==> config.mk <==
export PLATFORM = sky130hd
export DESIGN_NAME = dvsd_rr_arbiter
export DESIGN_NICKNAME = d
export VERILOG_FILES = /design/src/rtl/dvsd_rr_arbiter.sv
export SDC_FILE = /design/constraint.sdc
export NUM_CORES = 1
export LEC_CHECK = 0
export BUFFER_PORTS_ARGS = -buffer_cell sky130_fd_sc_hd__buf_2
export CORE_ASPECT_RATIO = 0.7
export CORE_UTILIZATION = 29
export CTS_BUF_LIST = sky130_fd_sc_hd__clkbuf_4 sky130_fd_sc_hd__clkbuf_8
export CTS_CLUSTER_SIZE = 10
export DETAILED_ROUTE_END_ITERATION = 10
export PLACE_DENSITY_LB_ADDON = 0.2
export SYNTH_ARGS = -nofsm -noshare
export SYNTH_HDL_FRONTEND = slang
export SYNTH_SLANG_ARGS = --single-unit
==> constraint.sdc <==
create_clock -name clk -period 4.1 [get_ports clk]
set_input_delay 0.82 -clock clk [delete_from_list [all_inputs] [get_ports clk]]
set_output_delay 0.82 -clock clk [all_outputs]
set_load 0.05 [all_outputs]
==> src/rtl/dvsd_rr_arbiter.sv <==
// Round-robin arbiter: grants one of N level-sensitive requesters, search starts at a rotating pointer.
// Latency: 1 clk edge from sampled req to registered gnt; one forced idle cycle after every grant.
// Backpressure: en=0 blocks new grants only; a grant is held until released or MAX_HOLD cycles expire.
//
// Ports:
//   clk, reset      rising-edge clock, asynchronous active-high reset
//   en              arbitration enable (ignored while a grant is held)
//   req[N]          request vector, bit i = requester i
//   gnt[N]          registered one-hot grant, zero when idle
//   gnt_id[IDW]     registered index of the granted requester (holds last value when idle)
//   gnt_valid       registered, high while a grant is held
//   timeout         registered one-cycle pulse on forced revoke
//   gs, eno         combinational: any request pending / enabled with nothing pending
module dvsd_rr_arbiter #(
    parameter int N        = 8,
    parameter int IDW      = 3,
    parameter int MAX_HOLD = 16,
    parameter int CW       = 5
) (
    input  logic           clk,
    input  logic           reset,
    input  logic           en,
    input  logic [N-1:0]   req,
    output logic [N-1:0]   gnt,
    output logic [IDW-1:0] gnt_id,
    output logic           gnt_valid,
    output logic           timeout,
    output logic           gs,
    output logic           eno
);

    typedef enum logic {
        S_IDLE = 1'b0,
        S_BUSY = 1'b1
    } state_t;

    state_t         r_state;
    state_t         w_state_nxt;

    logic [IDW-1:0] r_ptr;
    logic [CW-1:0]  r_hold_cnt;
    logic [N-1:0]   r_gnt;
    logic [IDW-1:0] r_gnt_id;
    logic           r_gnt_valid;
    logic           r_timeout;

    logic [IDW-1:0] w_ptr_nxt;
    logic [CW-1:0]  w_hold_nxt;
    logic [N-1:0]   w_gnt_nxt;
    logic [IDW-1:0] w_gnt_id_nxt;
    logic           w_gnt_valid_nxt;
    logic           w_timeout_nxt;

    logic           w_req_any;
    logic           w_release;
    logic           w_revoke;
    logic           w_start;
    logic [IDW-1:0] w_win_id;

    assign w_req_any = |req;
    assign w_start   = en & w_req_any;
    // Release takes precedence: a revoke is only possible while the owner still requests.
    assign w_release = ~req[r_gnt_id];
    assign w_revoke  = req[r_gnt_id] & (r_hold_cnt == CW'(MAX_HOLD - 1));

    // Rotating priority search: first set req bit at ptr, ptr+1, ... wrapping mod N.
    // IDW = log2(N), so the index addition wraps naturally.
    always_comb begin
        logic           v_found;
        logic [IDW-1:0] v_idx;
        v_found  = 1'b0;
        v_idx    = '0;
        w_win_id = '0;
        for (int k = 0; k < N; k++) begin
            v_idx = r_ptr + IDW'(k);
            if (!v_found && req[v_idx]) begin
                v_found  = 1'b1;
                w_win_id = v_idx;
            end
        end
    end

    // State and output registers.
    always_ff @(posedge clk or posedge reset) begin
        if (reset) begin
            r_state     <= S_IDLE;
            r_ptr       <= '0;
            r_hold_cnt  <= '0;
            r_gnt       <= '0;
            r_gnt_id    <= '0;
            r_gnt_valid <= 1'b0;
            r_timeout   <= 1'b0;
        end else begin
            r_state     <= w_state_nxt;
            r_ptr       <= w_ptr_nxt;
            r_hold_cnt  <= w_hold_nxt;
            r_gnt       <= w_gnt_nxt;
            r_gnt_id    <= w_gnt_id_nxt;
            r_gnt_valid <= w_gnt_valid_nxt;
            r_timeout   <= w_timeout_nxt;
        end
    end

    // Next-state logic.
    always_comb begin
        w_state_nxt = r_state;
        case (r_state)
            S_IDLE:  if (w_start)              w_state_nxt = S_BUSY;
            S_BUSY:  if (w_release || w_revoke) w_state_nxt = S_IDLE;
            default: w_state_nxt = S_IDLE;
        endcase
    end

    // Next values of the registered outputs, pointer and hold counter.
    always_comb begin
        w_ptr_nxt       = r_ptr;
        w_hold_nxt      = r_hold_cnt;
        w_gnt_nxt       = r_gnt;
        w_gnt_id_nxt    = r_gnt_id;
        w_gnt_valid_nxt = r_gnt_valid;
        w_timeout_nxt   = 1'b0;
        case (r_state)
            S_IDLE: begin
                // Leaving BUSY always passes through here, which enforces the one-cycle grant gap.
                w_gnt_nxt       = '0;
                w_gnt_valid_nxt = 1'b0;
                if (w_start) begin
                    w_gnt_nxt       = N'(1) << w_win_id;
                    w_gnt_id_nxt    = w_win_id;
                    w_gnt_valid_nxt = 1'b1;
                    w_hold_nxt      = '0;
                end
            end
            S_BUSY: begin
                if (w_release || w_revoke) begin
                    w_gnt_nxt       = '0;
                    w_gnt_valid_nxt = 1'b0;
                    w_ptr_nxt       = r_gnt_id + IDW'(1);
                    w_timeout_nxt   = w_revoke;
                end else begin
                    w_hold_nxt = r_hold_cnt + CW'(1);
                end
            end
            default: begin
                w_gnt_nxt       = '0;
                w_gnt_valid_nxt = 1'b0;
            end
        endcase
    end

    assign gnt       = r_gnt;
    assign gnt_id    = r_gnt_id;
    assign gnt_valid = r_gnt_valid;
    assign timeout   = r_timeout;
    assign gs        = w_req_any;
    assign eno       = en & ~w_req_any;

endmodule

==> results.tsv <==
metric	value	unit
status	completed	
routabilityCongestion	0.7887	
yosysMostFrequentCell	nand2_1	
grt_pass1_vias	1676	
maxCapViolCount	0	
slew_headroom	0.4343	
vias	1715	
grt_usage	0.1519	
clock_tree.buffer_depth	2	
root_buffer	clkbuf_8	
synthesis.nets	226	
synth_top_area_frac	0.2654	
nFillCells	724	
fin_skew	0.01069	ns
numPortBuffers	25	
worst_pin_slew	0.8476	ns
drtIter0Drc	89	
slowest_delay	0.75	ns
async_flop_share	1.000	
cts_setup_buffers	0	
drt_wl_total	5162	um
cts_sinks	22	
synth_flop_cell	dfrtp_1	
grt_overflow	0	
ys_types	52	
hold_buffers	0	
cts_resized	0	
slowest_stage	ha_1	
antenna_found_initial	0	
cts_tree	built	
path_cells	inv_1 > ha_1 > mux2i_1 > mux2_2 > a211oi_4 > a211oi_1 > a221o_1 > o211ai_1 > a31oi_4 > mux2_2	
hold_viol	0	
synth_area	2074	um^2
max_freq	292.1	MHz
wl_met3	324	um
cp-start-kind	register	
finalCriticalPeriod	3.424	ns
cts_buffers	3	
fin_crit_sh	0.8351	
path_class	register to register	
drt-pass1-iter-count	4	
wl_per_cell	16.08	um
slew_violations	0	
start_util	0.3042	
ys_warn_count	0	
setup_tns	0	ns
hold_path_class	register to register	
met2_length	2140	um
dpl.hpwl	3917	um
finalSetupViolCount	0	
top_layer	met4	
design_area	2335	um^2
die-height	72.76	um
antennaDiodeCount	0	
ys_top_cells_by_count	nand2_1, dfrtp_1, mux4_2	
postRouteAntennaNets	0	
path_buf_inv	1	
drt-met1-wl	2681	um
die_w	103.1	um
core-area	6819	um^2
worstSkewPairLatency	0.27	ns
dpl_cell_area	2263	um^2
syn_avg_cell_area	9.879	um^2
die_area	7501	um^2
pre_cts_slack	0.6907	ns
required	4.26	ns
fp-row-count	25	
synth_edf_count	0	
cp_top_family	compound AO/OA/AOI/OAI gates	
worst_slack	0.6760	ns
drc	0	
clk_pin_slew_worst_paths	0.09	ns
whs	0.4819	ns
yosysSeqAreaShare	0.2654	
nets	244	
viasPerCell	5.343	
rsz0062_at_grt	false	
grt_max_degree	23	
drive_gt1_frac	0.2819	
cp_common_cell	mux2_2	
yosysTopAreaCell	dfrtp_1	
ys_top_cells_by_area	dfrtp_1, mux4_2, mux2i_1, mux2_2, nand2_1	
io-pin-count	26	
ys_ff_latch	22	
netlist_instances	210	
cp_max_fo	15	
grt_first_pass_wirelength	8742	um
htree_levels	1	
cp-end-kind	register	
critPathArrivalTime	3.59	ns
area_growth_syn_to_layout	12.55	%
-- layer usage --
layer | track usage | vias up
met5 | 0 | -
met4 | 0.01408 | 0
met3 | 0.03257 | 5
met2 | 0.2170 | 42
met1 | 0.2401 | 842
li1 | - | 826
-- layout make-up --
type	instances	area (um^2)	share of cell area
flip-flops and latches	22	550.5	0.2358
inverters	10	37.54	0.01608
well taps	94	117.6	0.05038
repair buffers	28	147.6	0.06324
clock inverters	1	30.03	0.01286
clock buffers	3	41.29	0.01768
multi-input cells	163	1410	0.6040
-- worst reg2reg max path: stages (launching register included) --
cell and delay [ns]:
dfrtp_1 0.35, inv_1 0.15, ha_1 0.75, mux2i_1 0.19
mux2_2 0.32, a211oi_4 0.42, a211oi_1 0.17, a221o_1 0.30
o211ai_1 0.17, a31oi_4 0.21, mux2_2 0.30
-- stage by stage --
| step | instances | util |
|---|---|---|
| 2_1_floorplan | 210 | - |
| 3_3_place_gp | 317 | 0.3319 |
| 3_5_place_dp | 317 | 0.3319 |
| 4_1_cts | 321 | 0.3424 |
| 5_1_grt | 321 | 0.3424 |
| 6_report | 321 | 0.3424 |
-- cell families (layout without fill, tap and decap cells) --
logic type,count (synthesis),in the layout,synth area share
adder cells (fa/ha/maj),5,5,0.03016
XOR/XNOR,8,8,0.03740
flip-flops,22,22,0.2654
AO/OA/AOI/OAI,43,43,0.1640
AND/OR/NAND/NOR,67,67,0.1604
multiplexers,40,40,0.2877
buffers and inverters,25,42,0.05488
-- layout by cell type (no fill, tap or decap), types with 4 or more instances in the layout --
cell and n:
buf_2 25, dfrtp_1 22, ha_1 5, inv_1 9, mux2_2 11, mux2i_1 13
mux4_2 14, nand2_1 24, nand4_1 4, nor2_1 12, nor2b_1 4, nor3_1 4
o21ai_0 7, o21ai_1 5, xor2_1 5
-- path summary, 6_finish.rpt --
path | from | end | slack (ns) | cells past startpoint
min in group asynchronous | reset | gnt_id[2] | 0.71 | 2
max in group asynchronous | reset | r_ptr[2] | 2.86 | 2
min reg2reg | gnt_valid | gnt_valid | 0.48 | 2
max | r_ptr[1] | gnt_id[1] | 0.68 | 10
max reg2reg | r_ptr[1] | gnt_id[1] | 0.68 | 10
min | gnt_valid | gnt_valid | 0.48 | 2
-- sequential cells by signal, indices dropped and copies added, names as in the netlist --
register,flops
timeout,1
r_ptr,3
gnt_valid,1
gnt,8
r_hold_cnt,5
r_state,1
gnt_id,3
Power is not shown: default switching activity piles up to over one toggle a cycle in this logic, so the estimate is an artifact.
